`src/rtl/mux_scan_sequencer_if.sv`:
```
// Bus between the scan sequencer and whoever requests scans and supplies the
// mux output. The sequencer is the slave side; the requester/mux is master.
interface mux_scan_sequencer_if #(
    parameter int NUM_CH = 7,
    parameter int SEL_W  = 3
);
    logic              start;
    logic              continuous;
    logic [NUM_CH-1:0] mask;
    logic              y_in;
    logic [SEL_W-1:0]  sel;
    logic              busy;
    logic              done;
    logic [NUM_CH-1:0] sample;

    modport master (
        output start, continuous, mask, y_in,
        input  sel, busy, done, sample
    );

    modport slave (
        input  start, continuous, mask, y_in,
        output sel, busy, done, sample
    );
endinterface

```
`src/rtl/mux_scan_sequencer.sv`:
```
// Steps the 7:1 mux select through every enabled channel in ascending order,
// waits DWELL cycles on each, samples the mux output and publishes the
// assembled word with a busy/done handshake.
module mux_scan_sequencer #(
    parameter int NUM_CH = 7,
    parameter int DWELL  = 2
) (
    input  logic                 clk,
    input  logic                 rst,
    mux_scan_sequencer_if.slave  bus
);
    localparam int SEL_W = $clog2(NUM_CH);
    localparam int CNT_W = 4;
    localparam logic [CNT_W-1:0] RELOAD = CNT_W'(DWELL - 1);

    typedef enum logic [1:0] {S_IDLE, S_DWELL, S_FINISH} state_t;

    state_t            state_q, state_d;
    logic [SEL_W-1:0]  sel_q, sel_d;
    logic [CNT_W-1:0]  cnt_q, cnt_d;
    logic              busy_q, busy_d;
    logic              done_q, done_d;
    logic [NUM_CH-1:0] sample_q, sample_d;
    logic [NUM_CH-1:0] shadow_q, shadow_d;
    logic [NUM_CH-1:0] mask_q, mask_d;
    logic [NUM_CH-1:0] shadow_ins;
    logic [NUM_CH-1:0] above;

    // Index of the lowest set bit; callers only use it on non-zero vectors.
    function automatic logic [SEL_W-1:0] lowest(input logic [NUM_CH-1:0] v);
        lowest = '0;
        for (int i = NUM_CH - 1; i >= 0; i--)
            if (v[i]) lowest = SEL_W'(i);
    endfunction

    // Next-state and next-output logic; defaults hold everything except done.
    always_comb begin
        state_d  = state_q;
        sel_d    = sel_q;
        cnt_d    = cnt_q;
        busy_d   = busy_q;
        done_d   = 1'b0;
        sample_d = sample_q;
        shadow_d = shadow_q;
        mask_d   = mask_q;

        // Shadow word with the current channel's bit written in, so the final
        // sample can be published in the same edge it is taken.
        shadow_ins        = shadow_q;
        shadow_ins[sel_q] = bus.y_in;

        // Enabled channels strictly above the current one.
        above = '0;
        for (int i = 0; i < NUM_CH; i++)
            above[i] = mask_q[i] && (i > int'(sel_q));

        case (state_q)
            S_IDLE: begin
                if (bus.start) begin
                    mask_d   = bus.mask;
                    shadow_d = '0;
                    if (|bus.mask) begin
                        sel_d   = lowest(bus.mask);
                        cnt_d   = RELOAD;
                        busy_d  = 1'b1;
                        state_d = S_DWELL;
                    end else begin
                        state_d = S_FINISH;
                    end
                end
            end
            S_DWELL: begin
                if (cnt_q != '0) begin
                    cnt_d = cnt_q - 1'b1;
                end else begin
                    shadow_d = shadow_ins;
                    if (|above) begin
                        sel_d = lowest(above);
                        cnt_d = RELOAD;
                    end else begin
                        sample_d = shadow_ins;
                        done_d   = 1'b1;
                        busy_d   = 1'b0;
                        state_d  = S_IDLE;
                        // Back-to-back scans: restart without leaving DWELL.
                        if (bus.continuous) begin
                            mask_d   = bus.mask;
                            shadow_d = '0;
                            if (|bus.mask) begin
                                sel_d   = lowest(bus.mask);
                                cnt_d   = RELOAD;
                                busy_d  = 1'b1;
                                state_d = S_DWELL;
                            end else begin
                                state_d = S_FINISH;
                            end
                        end
                    end
                end
            end
            S_FINISH: begin
                sample_d = '0;
                done_d   = 1'b1;
                state_d  = S_IDLE;
            end
            default: state_d = S_IDLE;
        endcase
    end

    // State register; reset aborts any scan and discards the partial word.
    always_ff @(posedge clk or posedge rst) begin
        if (rst) begin
            state_q  <= S_IDLE;
            sel_q    <= '0;
            cnt_q    <= '0;
            busy_q   <= 1'b0;
            done_q   <= 1'b0;
            sample_q <= '0;
            shadow_q <= '0;
            mask_q   <= '0;
        end else begin
            state_q  <= state_d;
            sel_q    <= sel_d;
            cnt_q    <= cnt_d;
            busy_q   <= busy_d;
            done_q   <= done_d;
            sample_q <= sample_d;
            shadow_q <= shadow_d;
            mask_q   <= mask_d;
        end
    end

    assign bus.sel    = sel_q;
    assign bus.busy   = busy_q;
    assign bus.done   = done_q;
    assign bus.sample = sample_q;
endmodule

```
`src/flat_wrapper.sv`:
```
// flat-port wrapper written by rule: the top's interface ports become plain ports
module mux_scan_sequencer_flat 
#(
    parameter int NUM_CH = 7,
    parameter int DWELL  = 2
)
  (clk, rst, bus_start, bus_continuous, bus_mask, bus_y_in, bus_sel, bus_busy, bus_done, bus_sample);
  mux_scan_sequencer_if #(.NUM_CH(NUM_CH)) bus_i ();
  input  logic clk;
  input  logic rst;
  input wire logic [$bits(bus_i.start)-1:0] bus_start;
  input wire logic [$bits(bus_i.continuous)-1:0] bus_continuous;
  input wire logic [$bits(bus_i.mask)-1:0] bus_mask;
  input wire logic [$bits(bus_i.y_in)-1:0] bus_y_in;
  output wire logic [$bits(bus_i.sel)-1:0] bus_sel;
  output wire logic [$bits(bus_i.busy)-1:0] bus_busy;
  output wire logic [$bits(bus_i.done)-1:0] bus_done;
  output wire logic [$bits(bus_i.sample)-1:0] bus_sample;
  assign bus_i.start = bus_start;
  assign bus_i.continuous = bus_continuous;
  assign bus_i.mask = bus_mask;
  assign bus_i.y_in = bus_y_in;
  assign bus_sel = bus_i.sel;
  assign bus_busy = bus_i.busy;
  assign bus_done = bus_i.done;
  assign bus_sample = bus_i.sample;
  mux_scan_sequencer #(.NUM_CH(NUM_CH), .DWELL(DWELL)) u_core (.clk(clk), .rst(rst), .bus(bus_i));
endmodule
```
`config.mk`:
```
export PLATFORM = sky130hd
export DESIGN_NAME = mux_scan_sequencer_flat
export DESIGN_NICKNAME = d
export VERILOG_FILES = /design/src/rtl/mux_scan_sequencer_if.sv /design/src/rtl/mux_scan_sequencer.sv /design/src/flat_wrapper.sv
export SDC_FILE = /design/constraint.sdc
export NUM_CORES = 1
export LEC_CHECK = 0
export BUFFER_PORTS_ARGS = -buffer_cell sky130_fd_sc_hd__buf_2
export CAP_MARGIN = 20
export CORE_MARGIN = 2
export CORE_UTILIZATION = 35
export CTS_CLUSTER_DIAMETER = 200
export CTS_CLUSTER_SIZE = 20
export DETAILED_ROUTE_END_ITERATION = 16
export MAX_ROUTING_LAYER = met4
export PLACE_DENSITY_LB_ADDON = 0.08
export SYNTH_ARGS = -nofsm -noshare
export SYNTH_HDL_FRONTEND = slang
export SYNTH_SLANG_ARGS = --single-unit
```
`constraint.sdc`:
```
create_clock -name clk -period 2.8 [get_ports clk]
set_clock_uncertainty 0.2 [all_clocks]
set_input_delay 0.14 -clock clk [delete_from_list [all_inputs] [get_ports clk]]
set_output_delay 0.14 -clock clk [all_outputs]
set_load 0.01 [all_outputs]
```
==> flow_summary.ini, run 1 <==
[detailed_routing]
ant_nets = 0
wl_per_cell_microns = 14.7
via_count = 1527
wl_mm = 4.33
via_per_inst = 5.18
dr.pass1.iters = 4
first_iter_violations = 66
drc_errors = 0

[clock_tree]
clkTransAtPathRegs_ps = 70
cts_max_level = 2
clk_path_buf_depth = 2
numCtsBuffers = 5
cts_tree = done
clockRootBuffer = clkbuf_8
numClockSinks = 31
cts_resized = 0
clkLatencyLatePin_ps = 280

[logic_synthesis]
synth-seq-area-share_pct = 41.8
syn_inst = 188
async_flop_share_pct = 100
yosys_warnings = 0
synth_most_common_cell = dfrtp_1
synth_xor_area_share_pct = 0
synth_top_family_by_area = multiplexers
synth-compound-area-share_pct = 17.1
synth_top_area_cell = dfrtp_1
synth_nets = 204
synth.distinct_cells = 41
synth-edff-count = 0
synth.avg_cell_area_sq_um = 9.87
synth_area_sq_um = 1860
synth_simple_gate_area_share_pct = 15.9
netlist_top_cells_area = dfrtp_1 (42%), mux2_2 (8.5%), mux2_4 (4.9%), mux2i_1 (4.3%), nand2_1 (3.4%)
synthTopCellsByCount = dfrtp_1 (31), nand2_1 (17), nor2_1 (16)
synth_top_area_share_pct = 41.8
synth_flop_cell = dfrtp_1
synthAdderAreaFrac_pct = 2.70
ys_seq_elements = 31
synthMuxAreaShare_pct = 18.3

[place]
gp_congestion = 0.814
port_buffers = 23
hpwlAfterDp_mm = 3.27
postPlaceCellArea_sq_um = 2070

[power]
ir_drop_v = 0.000443
power_leakage_nw = 1.05
p_per_area_nw_per_um2 = 1210

[layout]
drive_gt1_share_pct = 27.6
regArea_sq_um = 776
nNetsFinal = 240
multiInputGateArea_sq_um = 1000
diodes = 0
syn2layout_area_growth_pct = 21.6
final_area_sq_um = 2260
fillers = 514

[die]
pin_count = 24
die_area_sq_um = 5900
die_h_microns = 76.8
core_area_sq_um = 5110
die_x_microns = 76.8
rows = 26
start_util_pct = 36.3

[timing]
setup_tns_ps = 0
period_minus_slack_ps = 2520
finalCritPeriodShare_pct = 90.0
max-slew-margin-rel_pct = 67.1
tightest_slew_ps = 491
hold_violations = 0
slew_violations = 0
rsz0062_at_grt = no
fmax_mhz = 397
setup-violations-final = 0

[job]
max_cap_violations = 0

[critical_path]
required_ps = 2770
crit_path_max_fanout = 13
critPathLaunchType = flip-flop
critPathKind = reg -> reg
end_kind = flip-flop
arrival_ps = 2490
reg2reg_depth = 6

[global_routing]
track_usage_pct = 16.4
antenna_found_initial = 0
grt_pass1_wl_mm = 7.43
grt-ovfl-total = 0
grt_pass1_vias = 1489
grt_max_degree = 32

[worst_hold_path]
hold_depth = 4
hold_class = in -> reg

[run_status]
status = completed
-- critical path: stages (launching register included) --
cell and delay [ps]:
dfrtp_1 580, inv_1 160, a211oi_1 350, nor2_1 210, o21a_1 270, a211oi_1 270, mux2_2 370
-- logic make-up (layout without fill, tap and decap cells) --
family                     Yosys count  after routing
muxes                               29             29
AOI/OAI and AO/OA                   45             45
and+or+nand+nor                     61             61
adders and majority gates            4              4
buffers and inverters               18             55
DFF                                 31             31
-- power by group --
part | switching (mW) | leakage, nW | internal (mW)
combinational | 0.767 | 0.596 | 0.692
clock | 0.170 | 0.0612 | 0.288
sequential | 0.173 | 0.392 | 0.641
-- placed cells by master, fill, tap and decap left out, types with 2 or more instances in the layout --
master	n
clkbuf_8	6
a211oi_1	4
o21ai_1	2
dfrtp_1	31
a21oi_1	8
o21a_1	3
buf_4	7
a211o_1	2
o31ai_1	7
o21ai_0	7
ha_1	4
nand2b_1	2
inv_1	10
nor2b_1	5
nor2_1	16
nand3b_1	3
nor3b_1	3
a2bb2oi_1	2
nand2_1	17
nor3_1	7
nand3_1	3
dlygate4sd3_1	7
mux2_2	14
mux2_4	6
mux2i_1	8
buf_2	23
-- flip-flops by register name, indices dropped and copies added, names as in the netlist --
register	count
u_core.state_q	2
u_core.mask_q	6
u_core.bus.sample	7
u_core.shadow_q	7
u_core.bus.sel	3
u_core.cnt_q	4
u_core.bus.busy	1
u_core.bus.done	1
-- per-stage QoR --
step	utilization [%]	hold slack (ps)	setup WS [ps]	total power [mW]	instances
2_1_floorplan	-	43.5	582	1.89	188
3_3_place_gp	40.5	38.0	362	2.24	280
3_5_place_dp	40.5	48.0	312	2.27	280
4_1_cts	44.2	51.6	296	2.75	295
5_1_grt	44.2	110	92.1	2.97	295
6_report	44.2	72.4	279	2.73	295
-- final timing paths --
path                                           startpoint                              to  slack (ps)
setup / recovery            u_core.bus.sel[2]$_DFFE_PP0P_     u_core.bus.busy$_DFFE_PP0P_         280
min in group asynchronous                             rst     u_core.cnt_q[1]$_DFFE_PP0P_         270
setup reg to reg            u_core.bus.sel[2]$_DFFE_PP0P_     u_core.bus.busy$_DFFE_PP0P_         280
hold reg to reg            u_core.shadow_q[6]$_DFFE_PP0P_  u_core.shadow_q[6]$_DFFE_PP0P_         280
hold / removal                                bus_mask[0]   u_core.bus.sel[1]$_DFFE_PP0P_          70
max in group asynchronous                             rst     u_core.bus.busy$_DFFE_PP0P_        1830
-- repair_timing --
item,CTS,global route
hold buffers,7,0
buffers inserted,0,0
endpoints found under the hold margin,37,0
-- layout make-up --
cell class	instances	share of cell area (%)
Multi-Input combinational cell	139	44.3
Sequential cell	31	34.4
Timing Repair Buffer	37	10.5
Tap cell	70	3.88
Clock buffer	6	3.66
Inverter	10	1.66
Clock inverter	2	1.55
-- routing by layer --
layer	share of wire [%]	GRT usage [%]	up-vias
met2	47	23.9	39
met5	0	-	-
met1	47	22.6	733
met3	4.3	3.88	5
met4	1.3	4.91	0
li1	-	-	750
(Power assumes the default switching activity.)
==> run 2: changes to the inputs <==
MAX_ROUTING_LAYER = not set   (was met4)
==> flow_summary.ini, run 2 (synthesized netlist as in run 1, its figures left out) <==
[run_status]
status = completed

[critical_path]
critPathLaunchType = flip-flop
critPathSlowestCell = dfrtp_1
end_kind = flip-flop
crit_chain = inv_1, a211oi_1, nor2_1, o31ai_4, nor2b_1, buf_4, mux2_4
arrival_ps = 2430
required_ps = 2760
crit_path_max_fanout = 13
critPathKind = reg -> reg
worst_path_largest_cell_delay_ps = 570

[power]
seqPwrFrac_pct = 30.8
p_per_area_nw_per_um2 = 1200
p_sw_mw = 1.08
power_leakage_nw = 1.04
p_clk_share_pct = 17.0
combPwrFrac_pct = 52.3
p_sw_share_pct = 40.0
p_int_mw = 1.61
ir_drop_v = 0.000528

[job]
max_cap_violations = 0

[detailed_routing]
via_per_inst = 5.08
first_iter_violations = 117
ant_nets = 0
wl_per_cell_microns = 14.1
drc_errors = 0
via_count = 1493
dr.pass1.iters = 4
wl_mm = 4.14

[global_routing]
track_usage_pct = 15.4
grt_pass1_wl_mm = 7.33
grt_pass1_vias = 1524
grt_max_degree = 32
antenna_found_initial = 0
grt-ovfl-total = 0

[layout]
diodes = 0
drive_gt1_share_pct = 27.2
regArea_sq_um = 776
syn2layout_area_growth_pct = 21.2
nNetsFinal = 239
layout_commonest_cell = dfrtp_1
most-common-layout-cells = dfrtp_1 (31), buf_2 (23), nand2_1 (17), nor2_1 (16), mux2_2 (14)
multiInputGateArea_sq_um = 1000
fin_cells = 294
fillers = 509

[die]
die_x_microns = 76.8
core_area_sq_um = 5110
die_h_microns = 76.8
pin_count = 24
die_area_sq_um = 5900
rows = 26
start_util_pct = 36.3

[timing]
max-slew-margin-rel_pct = 68.7
period_minus_slack_ps = 2470
tightest_slew_ps = 468
slew_violations = 0
rsz0062_at_grt = no
hold_violations = 0
fmax_mhz = 406
setup_tns_ps = 0
setup-violations-final = 0
finalCritPeriodShare_pct = 88.1

[clock_tree]
postCtsHoldBufs = 7
numCtsBuffers = 5
postCtsSetupBuffers = 0
clockRootBuffer = clkbuf_8
numClockSinks = 31
cts_max_level = 2
clkLatencyLatePin_ps = 280
clkTransAtPathRegs_ps = 70
cts_resized = 0
clk_path_buf_depth = 2
cts_tree = done

[place]
gp_congestion = 0.782
placed_cells = 279
port_buffers = 23
hpwlAfterDp_mm = 3.11

[worst_hold_path]
hold_class = in -> reg
run 2: cell types whose count changed in the layout (fill, tap and decap cells not counted), sizes merged:
cell and change:
buf -1
run 2: worst paths after layout:
kind / startpoint / endpoint / slack, ps / cells past startpoint
setup / recovery: u_core.bus.sel[2]$_DFFE_PP0P_ / u_core.mask_q[1]$_DFFE_PP0P_ / 330 / 7
min in group asynchronous: rst / u_core.shadow_q[6]$_DFFE_PP0P_ / 270 / 4
max in group asynchronous: rst / u_core.mask_q[2]$_DFFE_PP0P_ / 1840 / 4
setup reg to reg: u_core.bus.sel[2]$_DFFE_PP0P_ / u_core.mask_q[1]$_DFFE_PP0P_ / 330 / 7
hold reg to reg: u_core.shadow_q[6]$_DFFE_PP0P_ / u_core.shadow_q[6]$_DFFE_PP0P_ / 280 / 2
hold / removal: bus_mask[0] / u_core.bus.sel[1]$_DFFE_PP0P_ / 80 / 4
run 2: layout make-up:
cell class | instances | area share (%)
multi-input combinational | 139 | 44.5
sequential | 31 | 34.5
timing repair buffer | 36 | 10.2
tap | 70 | 3.89
clock buffer | 6 | 3.67
inverter | 10 | 1.67
clock inverter | 2 | 1.56
run 2: per-layer routing:
layer	share of wire, %	GRT usage [%]	wire, microns	vias up
li1	-	-	-	744
met1	48	20.2	1990	719
met2	47	24.6	1960	24
met3	3.4	4.00	141	6
met4	1.3	5.27	53	0
met5	0	0	0	-
run 2: critical path: cells and delay by family, from the launching register on:
kind	cells	cell delay, ps
buf+inv	2	350
compound gates	2	510
flops	1	570
simple gates	2	400
mux	1	310
run 2: through the flow:
step / setup slack, ps / cell area (sq um) / power, mW / hold slack (ps) / util (%)
2_1_floorplan: 582 / 1860 / 1.89 / 43.5 / -
3_3_place_gp: 301 / 2060 / 2.22 / 40.0 / 40.4
3_5_place_dp: 327 / 2060 / 2.24 / 46.6 / 40.4
4_1_cts: 301 / 2250 / 2.72 / 65.7 / 44.0
5_1_grt: 97.9 / 2250 / 2.94 / 89.3 / 44.0
6_report: 335 / 2250 / 2.69 / 75.7 / 44.0
run 2: power by group through the flow:
| stage | Sequential [mW] | Combinational (mW) | Clock, mW |
|---|---|---|---|
| CTS | 0.825 | 1.42 | 0.474 |
| global placement | 0.820 | 1.40 | 0 |
| detailed placement | 0.829 | 1.41 | 0 |
| floorplan | 0.782 | 1.10 | 0 |
| finish | 0.827 | 1.41 | 0.456 |
| global route | 0.861 | 1.59 | 0.497 |
==> run 3: changes to the inputs <==
CELL_PAD_IN_SITES_DETAIL_PLACEMENT = 0   (was not set)
CELL_PAD_IN_SITES_GLOBAL_PLACEMENT = 1   (was not set)
==> flow_summary.ini, run 3 (synthesized netlist as in run 1, its figures left out) <==
[detailed_routing]
ant_nets = 0
wl_per_cell_microns = 14.4
dr.pass1.iters = 4
drc_errors = 0
first_iter_violations = 82
via_count = 1513
via_per_inst = 5.16
wl_mm = 4.21

[clock_tree]
numCtsBuffers = 5
clkTransAtPathRegs_ps = 70
cts_max_level = 2
postCtsSetupBuffers = 0
cts_tree = done
clkLatencyLatePin_ps = 280
numClockSinks = 31
clk_path_buf_depth = 2
clockRootBuffer = clkbuf_8

[global_routing]
antenna_found_initial = 0
grt-ovfl-total = 0
grt_max_degree = 32
grt_pass1_vias = 1516
track_usage_pct = 15.6
busiest_layer = met2
grtUsageMet1_pct = 21.1
grt_pass1_wl_mm = 7.43
use_met3_pct = 3.88
grt_use_met2_pct = 24.7

[place]
hpwlAfterDp_mm = 3.14
gp_congestion = 0.797
port_buffers = 23

[power]
power_leakage_nw = 1.04
ir_drop_v = 0.000472
total_power_mw = 2.70
p_per_area_nw_per_um2 = 1200

[layout]
nNetsFinal = 238
most-common-layout-cells = dfrtp_1 (30), buf_2 (23), nand2_1 (17), nor2_1 (16), mux2_2 (14)
layout_commonest_cell = dfrtp_1
syn2layout_area_growth_pct = 20.9
diodes = 0
drive_gt1_share_pct = 27.4

[die]
rows = 26
pin_count = 24
core_area_sq_um = 5110
start_util_pct = 36.3
die_area_sq_um = 5900
die_h_microns = 76.8
die_x_microns = 76.8

[timing]
period_minus_slack_ps = 2470
fmax_mhz = 404
whs_ps = 55.6
rsz0062_at_grt = no
setup-violations-final = 0
hold_violations = 0
setup_tns_ps = 0
tightest_slew_ps = 504
slew_violations = 0
max-slew-margin-rel_pct = 66.4
finalCritPeriodShare_pct = 88.3

[run_status]
status = completed

[critical_path]
crit_path_max_fanout = 7
crit_start = u_core.cnt_q[1]$_DFFE_PP0P_
endpoint = u_core.bus.sample[5]$_DFFE_PP0P_
rr_endpoint = u_core.bus.sample[5]$_DFFE_PP0P_
critPathKind = reg -> reg
required_ps = 2770
arrival_ps = 2440
end_kind = flip-flop
r2r_slack_ps = 330
critPathLaunchType = flip-flop
r2r_start = u_core.cnt_q[1]$_DFFE_PP0P_
reg2reg_depth = 8

[worst_hold_path]
hold_class = in -> reg

[job]
max_cap_violations = 0
run 3: power breakdown:
group	switching (mW)	total (mW)	internal [mW]
sequential	0.186	0.828	0.642
combinational	0.736	1.41	0.675
clock	0.171	0.459	0.288
run 3: metal layers:
metal  vias to the layer above  share of wire (%)  routed length [microns]
met2                        39                 45                     1880
met5                         -                  0                        0
met1                       724                 49                     2060
met4                         0                1.3                       55
met3                         7                5.1                      216
li1                        743                  -                        -
run 3: cell type report:
cell class / count / area (sq um)
fill: 516 / 2860
clock inverter: 2 / 35.0
sequential: 31 / 777
clock buffer: 6 / 82.6
multi-input combinational: 139 / 1000
timing repair buffer: 35 / 223
inverter: 10 / 37.5
tap: 70 / 87.6
run 3: stage by stage:
| step | cell area, sq um | setup slack (ps) | instances | utilization, % |
|---|---|---|---|---|
| final | 2240 | 328 | 293 | 43.9 |
| after floorplan | 1860 | 582 | 188 | - |
| after CTS | 2240 | 169 | 293 | 43.9 |
| after global routing | 2240 | 145 | 293 | 43.9 |
| after detailed placement | 2050 | 198 | 278 | 40.2 |
| after global placement | 2050 | 233 | 278 | 40.2 |
run 3: worst min path at each step:
stage / to / slack [ps] / start / cells after the start
finish: u_core.bus.sel[1]$_DFFE_PP0P_ / 60 / bus_mask[0] / 4
global route: u_core.bus.sel[1]$_DFFE_PP0P_ / 60 / bus_mask[0] / 4
CTS: u_core.bus.sel[1]$_DFFE_PP0P_ / 50 / bus_mask[0] / 4
detailed placement: u_core.state_q[0]$_DFFE_PP0P_ / 50 / rst / 3
global placement: u_core.state_q[1]$_DFFE_PP0P_ / 40 / rst / 3
floorplan: u_core.bus.busy$_DFFE_PP0P_ / 40 / rst / 1
run 3: repair_timing:
action | 4_1_cts | 5_1_grt
gates resized for setup | 0 | 1
endpoints found under the setup margin | 0 | 1
hold buffers | 7 | 0
endpoints found under the hold margin | 37 | 0
run 3: worst max-delay path, cell delays in order, from the launching register on:
cell,delay [ps]
dfrtp_1,390
inv_1,110
ha_1,200
nor2b_1,170
nor2b_1,220
o21ai_0,200
o21ai_1,270
nand2_1,240
mux2_1,370
